==> config.mk <==
export PLATFORM = sky130hd
export DESIGN_NAME = instr_fetch_queue
export DESIGN_NICKNAME = d
export VERILOG_FILES = /design/src/rtl/cpu_pkg.sv /design/src/rtl/instr_queue.sv /design/src/rtl/instr_fetch_queue.sv
export SDC_FILE = /design/constraint.sdc
export NUM_CORES = 1
export LEC_CHECK = 0
export ABC_AREA = 1
export CAP_MARGIN = 20
export CORE_UTILIZATION = 58
export DETAILED_ROUTE_END_ITERATION = 6
export GPL_ROUTABILITY_DRIVEN = 0
export HOLD_SLACK_MARGIN = 0.15
export PLACE_DENSITY = 0.88
export SETUP_SLACK_MARGIN = 0.02
export SLEW_MARGIN = 5
export SYNTH_ARGS = -nofsm -noshare
export SYNTH_HDL_FRONTEND = slang
export SYNTH_HIERARCHICAL = 1
export SYNTH_SLANG_ARGS = --single-unit
export TNS_END_PERCENT = 1
==> constraint.sdc <==
create_clock -name clk -period 5.8 [get_ports clk]
set_clock_uncertainty 0.15 [all_clocks]
set_input_delay 0.58 -clock clk [delete_from_list [all_inputs] [get_ports clk]]
set_output_delay 0.58 -clock clk [all_outputs]
set_load 0.01 [all_outputs]
==> src/rtl/cpu_pkg.sv <==
// Shared CPU types: fetch FSM states and the fetch-queue entry.
// Widths here set the layout of entries passed from fetch to decode.
package cpu_pkg;

    localparam int ADDR_W    = 16;
    localparam int INSTR_W   = 16;
    localparam int WORD_SIZE = INSTR_W / 8;
    localparam int MEM_SIZE  = 1 << ADDR_W;

    typedef enum logic [1:0] {
        F_IDLE,
        F_LO,
        F_HI,
        F_DRAIN
    } fetch_state_t;

    typedef struct packed {
        logic [INSTR_W-1:0] instr;
        logic [ADDR_W-1:0]  pc;
    } fetch_entry_t;

endpackage

==> src/rtl/instr_queue.sv <==
// Small synchronous FIFO of fetched instructions with their PCs.
// Flush wins over push and pop; the head is read straight from storage.
module instr_queue
    import cpu_pkg::*;
#(
    parameter  int DEPTH = 4,
    localparam int AW    = $clog2(DEPTH),
    localparam int CW    = $clog2(DEPTH) + 1
) (
    input  logic         clk,
    input  logic         rst,
    input  logic         push,
    input  fetch_entry_t push_entry,
    input  logic         pop,
    input  logic         flush,
    output logic [CW-1:0] count,
    output fetch_entry_t head
);

    fetch_entry_t  mem [DEPTH];
    logic [AW-1:0] wr_ptr;
    logic [AW-1:0] rd_ptr;

    always_ff @(posedge clk or posedge rst) begin
        if (rst) begin
            wr_ptr <= '0;
            rd_ptr <= '0;
            count  <= '0;
            for (int i = 0; i < DEPTH; i++) begin
                mem[i] <= '0;
            end
        end else if (flush) begin
            wr_ptr <= '0;
            rd_ptr <= '0;
            count  <= '0;
        end else begin
            if (push) begin
                mem[wr_ptr] <= push_entry;
                wr_ptr      <= wr_ptr + 1'b1;
            end
            if (pop) begin
                rd_ptr <= rd_ptr + 1'b1;
            end
            count <= count + CW'(push) - CW'(pop);
        end
    end

    assign head = mem[rd_ptr];

endmodule

==> src/rtl/instr_fetch_queue.sv <==
// Fetch stage: two byte reads per 16-bit instruction, queued for decode.
// Redirects flush the queue; an outstanding byte read is drained, not dropped.
module instr_fetch_queue
    import cpu_pkg::*;
#(
    parameter int                ADDR_W   = 16,
    parameter int                INSTR_W  = 16,
    parameter int                DEPTH    = 4,
    parameter logic [ADDR_W-1:0] RESET_PC = 16'h0000
) (
    input  logic                       clk,
    input  logic                       rst,
    input  logic                       fetch_en,
    output logic                       mem_req,
    output logic [ADDR_W-1:0]          mem_addr,
    input  logic                       mem_ack,
    input  logic [7:0]                 mem_rdata,
    input  logic                       redirect_valid,
    input  logic [ADDR_W-1:0]          redirect_pc,
    output logic                       dec_valid,
    input  logic                       dec_ready,
    output logic [INSTR_W-1:0]         dec_instr,
    output logic [ADDR_W-1:0]          dec_pc,
    output logic [$clog2(DEPTH):0]     q_count
);

    localparam int CW = $clog2(DEPTH) + 1;

    fetch_state_t      state;
    logic [ADDR_W-1:0] fetch_pc;
    logic [7:0]        lo_byte;

    logic              ack;
    logic              push;
    logic              pop;
    logic              room_now;
    logic              room_next;
    logic [CW-1:0]     count_after;
    logic [ADDR_W-1:0] redirect_even;
    logic [ADDR_W-1:0] pc_next;
    fetch_entry_t      push_entry;
    fetch_entry_t      head;

    assign ack           = mem_req && mem_ack;
    assign dec_valid     = (q_count != '0) && !redirect_valid;
    assign pop           = dec_valid && dec_ready;
    assign push          = (state == F_HI) && ack && !redirect_valid;
    assign redirect_even = {redirect_pc[ADDR_W-1:1], 1'b0};
    assign pc_next       = fetch_pc + ADDR_W'(WORD_SIZE);

    // Occupancy as it will be after this cycle's push and pop.
    assign count_after = q_count + CW'(1) - CW'(pop);
    assign room_now    = fetch_en && !redirect_valid
                      && (q_count < CW'(DEPTH));
    assign room_next   = fetch_en && (count_after < CW'(DEPTH));

    assign push_entry.instr = {mem_rdata, lo_byte};
    assign push_entry.pc    = fetch_pc;

    always_ff @(posedge clk or posedge rst) begin
        if (rst) begin
            state    <= F_IDLE;
            fetch_pc <= RESET_PC;
            lo_byte  <= '0;
            mem_req  <= 1'b0;
            mem_addr <= RESET_PC;
        end else begin
            unique case (state)
                F_IDLE: begin
                    if (redirect_valid) begin
                        fetch_pc <= redirect_even;
                    end else if (room_now) begin
                        state    <= F_LO;
                        mem_req  <= 1'b1;
                        mem_addr <= fetch_pc;
                    end
                end
                F_LO: begin
                    if (redirect_valid) begin
                        fetch_pc <= redirect_even;
                        if (ack) begin
                            state   <= F_IDLE;
                            mem_req <= 1'b0;
                        end else begin
                            state <= F_DRAIN;
                        end
                    end else if (ack) begin
                        lo_byte  <= mem_rdata;
                        state    <= F_HI;
                        mem_addr <= fetch_pc + ADDR_W'(1);
                    end
                end
                F_HI: begin
                    if (redirect_valid) begin
                        fetch_pc <= redirect_even;
                        if (ack) begin
                            state   <= F_IDLE;
                            mem_req <= 1'b0;
                        end else begin
                            state <= F_DRAIN;
                        end
                    end else if (ack) begin
                        fetch_pc <= pc_next;
                        if (room_next) begin
                            state    <= F_LO;
                            mem_addr <= pc_next;
                        end else begin
                            state   <= F_IDLE;
                            mem_req <= 1'b0;
                        end
                    end
                end
                F_DRAIN: begin
                    if (redirect_valid) begin
                        fetch_pc <= redirect_even;
                    end
                    if (ack) begin
                        state   <= F_IDLE;
                        mem_req <= 1'b0;
                    end
                end
                default: begin
                    state   <= F_IDLE;
                    mem_req <= 1'b0;
                end
            endcase
        end
    end

    instr_queue #(
        .DEPTH(DEPTH)
    ) u_queue (
        .clk        (clk),
        .rst        (rst),
        .push       (push),
        .push_entry (push_entry),
        .pop        (pop),
        .flush      (redirect_valid),
        .count      (q_count),
        .head       (head)
    );

    assign dec_instr = head.instr;
    assign dec_pc    = head.pc;

endmodule

==> results by stage <==
Outcome:
- The flow ran to the end, and the final reports show no timing, DRC or antenna violations.

Detailed routing:
- The residual DRC count is 0.
- For this block, the initial DRC count from the detailed router was 655.
- Before antenna repair, the detailed router went through 5 iterations.
- Using the TritonRoute via totals, the vias-per-cell ratio works out to about 5.6.
- The detailed-route wire length per cell is 14.9 um.
- The final wirelength is roughly 20000 um.
- The via count of the routed design is between 7000 and 8000.
- In this run the remaining antenna-violating nets after routing total 0.

Power and ir drop:
- The areal power density over the cells is a little over 400 nW/um2.
- The switching part of the total is roughly 34%.
- The reported net switching power is 1400 uW.
- In this run, the clock network consumes ~28% of the power.
- Combinational logic is responsible for 33.7% of the overall power.
- The share of total power in sequential cells is roughly two fifths.
- The internal power is 2740 uW.
- The completed layout was analyzed and its total power is ~4100 uW.
- The leakage power summed over all cells is between 0.004 and 0.005 uW.
- The worst-case IR drop observed on VDD is approximately 0.00027 V.

Synth:
- In this run, synthesis produced a sequential element count of roughly 180.
- The largest area contributor in the netlist is dfrtp_1.
- After Yosys synthesis, and, or, nand and nor cells account for between 15 and 20% of the synthesized area.
- The proportion of synthesized area in mux cells is under 10%.
- The number of synthesized flops with an enable pin is 0.
- During synthesis, Yosys emitted a total of 6 warnings.
- The fraction of registers with async set or reset after synthesis is between 90% and 100%.
- The complex-gate fraction of the synthesized area is 18.7%.
- The netlist uses 35 different library cells.
- Synthesis produced a netlist whose cell count is roughly 1100.
- The share of synthesized area in the top cell type comes to between 50% and 60%.
- Summing the areas of all xor and xnor instances in the mapped netlist gives 0.203% of the synthesized area.
- The cell with the most instances after synthesis is nand2_1.
- Ranked by total cell area, the synthesized netlist is headed by dfrtp_1 (51%), nand2_1 (13%), o21ai_0 (11%).
- The adder and majority cell fraction of the synthesized area is 2.11%.
- Of the synthesized area, sequential elements account for about 51%.
- The mapped netlist covers 8640 um2.
- For this run, the leading register cell type out of synthesis is dfrtp_1.
- The largest family of logic cells by synthesized area is compound AO/OA/AOI/OAI gates.
- Counting instances in the post-synthesis netlist gives the leading cell types as nand2_1 (297), o21ai_0 (196), dfrtp_1 (177), inv_1 (138), a21oi_1 (47).
- The net count after synthesis is ~1100.
- The synthesized area per cell is between 8 and 9 um2.

Setup path:
- Along the worst path, the maximum fanout reaches 40.
- The startpoint type of the worst setup path is a register.
- The type of element capturing the critical path is a register.
- The arrival time at the worst endpoint is around 3500 ps.
- The startpoint of the most critical setup path is state[0].
- The type of the worst setup path is reg -> reg.
- The number of cells traversed by the worst register-to-register path is 12.
- The termination of the worst setup path is u_queue/mem[3].
- The worst path required time is slightly below 6000 ps.
- The worst register-to-register path begins at state[0].
- The end of the worst register-to-register path is u_queue/mem[3].
- For flop-to-flop paths, the worst setup slack is 2500 ps.

Timing:
- The number of setup violations in the final report is 0.
- The number of pins with negative max-slew slack in the final report came to 0.
- Static timing analysis puts the maximum clock frequency at about 300 MHz.
- Measured against its own limit, the worst slew margin works out to 43.1%.
- At the pin with the least slew margin, the transition time is roughly 850 ps.
- The final worst-path cycle share is 56.9%.
- Setup repair after global routing left no endpoint under its margin.
- The number of hold violations in the final report is 0.
- For the finished layout, the period the worst path requires is 3300 ps.
- The accumulated negative setup slack is 0 ps.

Place:
- Detailed placement finished with a half-perimeter wire length of 11800 um.
- The number of input and output port buffers inserted is 81.

Clocking:
- Once the clock tree was built, the resizer swapped 0 gates to a different size.
- The tree built by TritonCTS fans out to between 150 and 200 sinks.
- The insertion delay to the later sink of the worst-skew pair is 430 ps.
- The number of hold buffers added after CTS was 0.
- The number of buffers created by CTS is 17.
- CTS built an H-tree with a depth of 4.
- The CTS tree is done.
- The number of setup buffers added after CTS is 0.
- Clock-pin slew was measured on the worst setup and hold paths at roughly 60 ps.
- The buffer levels on the longest clock path is 2.
- The tree is rooted in a clkbuf_16.

GRT:
- The overall fraction of global-route tracks in use is 27.2%.
- The number of global-route vias before repair was 6623.
- The initial antenna violation count is 0.
- The global-route wire length before repair is about 32000 um.
- The maximum number of pins on one net before global-route repair is between 100 and 150.
- After global routing the overflow that remains totals 0.

Floorplanning:
- The core outline area is between 10000 and 15000 um2.
- 83 I/O pins were placed.
- The number of core rows is 44.
- The floorplan step defined a die boundary enclosing ~15000 um2.
- For this configuration, the core starts out at a cell density of around 60%.
- The horizontal extent of the die is around 120 um.
- The die is about 120 um tall.

Final layout:
- The area growth from synthesis to layout is 17.6%.
- The post-route netlist has under 10% of its cells at a drive strength greater than 1.
- After the last flow step, the layout net total stands at around 1200.
- The sequential cells in the finished layout cover a total of ~4400 um2.
- In the final layout, the multi-input gates occupy 3420 um2.
- The diode insertion count for antenna repair is 0.
- The filler cell count in the final layout is 1100.

Min path:
- The min-delay analysis places its worst path in the category reg -> reg.

Run:
- Across the run, the number of max-cap violations was 0.
-- power groups by stage --
| stage | Sequential, uW | Combinational (uW) | Clock, uW |
|---|---|---|---|
| finish | 1600 | 1390 | 1140 |
| global route | 1630 | 1550 | 1190 |
| CTS | 1620 | 1360 | 1150 |
| detailed placement | 1640 | 1350 | 0 |
| global placement | 1630 | 1320 | 0 |
| floorplan | 1590 | 830 | 0 |
-- final cells by class --
type	count	area share, %
flip-flops and latches	177	43.6
multi-input cells	696	33.7
repair buffers	89	9.26
inverters	142	5.29
clock buffers	26	5.21
well taps	184	2.27
clock inverters	6	0.677
-- registers in the layout, indices dropped and copies added, names as in the netlist --
signal          count
fetch_pc           15
lo_byte             8
mem_addr           16
mem_req             1
state               2
u_queue/count       3
u_queue/mem       128
u_queue/rd_ptr      2
u_queue/wr_ptr      2
-- logic make-up (layout without fill, tap and decap cells) --
group,Yosys count,after routing
AND/OR/NAND/NOR,374,374
AO/OA/AOI/OAI,297,297
buffers and inverters,195,263
flip-flops,177,177
adder cells (fa/ha/maj),14,14
multiplexers,8,8
XOR/XNOR,2,2
other,1,1
-- stage by stage --
stage	cell area [um2]	setup slack, ps	std cells	hold WS, ps	utilization [%]
floorplan	8640	1460	1068	298	-
global placement	9460	1970	1283	309	65.1
detailed placement	9460	1830	1283	313	65.1
CTS	10100	2020	1315	332	69.2
global route	10200	2140	1320	346	69.9
finish	10200	2500	1320	325	69.9
-- critical path, cell delays in order, from the launching register on --
cell     delay (ps)
dfrtp_1         440
inv_1           150
ha_1            380
inv_1           130
nor2_2          340
inv_2           220
nor2_1          240
inv_1           110
nor2_4          180
nand2_2         330
buf_12          300
nand2_1          90
o21ai_0          90
-- layer usage --
metal	track usage (%)	vias up	part of all wire, %
met5	0	-	0
met4	9.30	0	1.7
met3	4.99	35	6.4
met2	43.8	267	48
met1	37.3	3465	44
li1	-	3574	-
-- layout by cell type, fill, tap and decap left out, types with 2 or more instances in the layout --
| cell type | netlist | routed |
|---|---|---|
| clkbuf_8 | 0 | 7 |
| inv_4 | 1 | 2 |
| nor2_1 | 24 | 24 |
| buf_12 | 0 | 4 |
| nand4_1 | 6 | 6 |
| clkbuf_16 | 0 | 17 |
| nand3_1 | 34 | 34 |
| dfrtp_1 | 177 | 175 |
| clkinv_1 | 1 | 2 |
| nand2_2 | 5 | 5 |
| o21ai_0 | 196 | 196 |
| inv_1 | 138 | 136 |
| inv_2 | 2 | 2 |
| nand2_4 | 2 | 2 |
| buf_4 | 1 | 3 |
| xor2_1 | 2 | 2 |
| ha_1 | 13 | 13 |
| o211ai_1 | 37 | 37 |
| mux2_2 | 8 | 8 |
| clkinv_4 | 0 | 2 |
| o22ai_1 | 13 | 13 |
| nor2_2 | 2 | 2 |
| nand2_1 | 297 | 297 |
| clkdlybuf4s50_1 | 0 | 81 |
| clkbuf_1 | 13 | 2 |
| a21oi_1 | 47 | 47 |
-- worst min path at each step --
stage | slack (ps) | to | cells past startpoint | from
after CTS | 330 | mem_addr[1] | 2 | mem_addr[1]
after detailed placement | 310 | mem_addr[0] | 2 | mem_addr[0]
after floorplan | 300 | u_queue/mem[100] | 2 | u_queue/mem[100]
final | 330 | mem_addr[0] | 2 | mem_addr[0]
after global placement | 310 | u_queue/mem[96] | 2 | u_queue/mem[96]
after global routing | 350 | u_queue/mem[100] | 2 | u_queue/mem[100]
No activity file was read; power rests on OpenSTA's default activity.
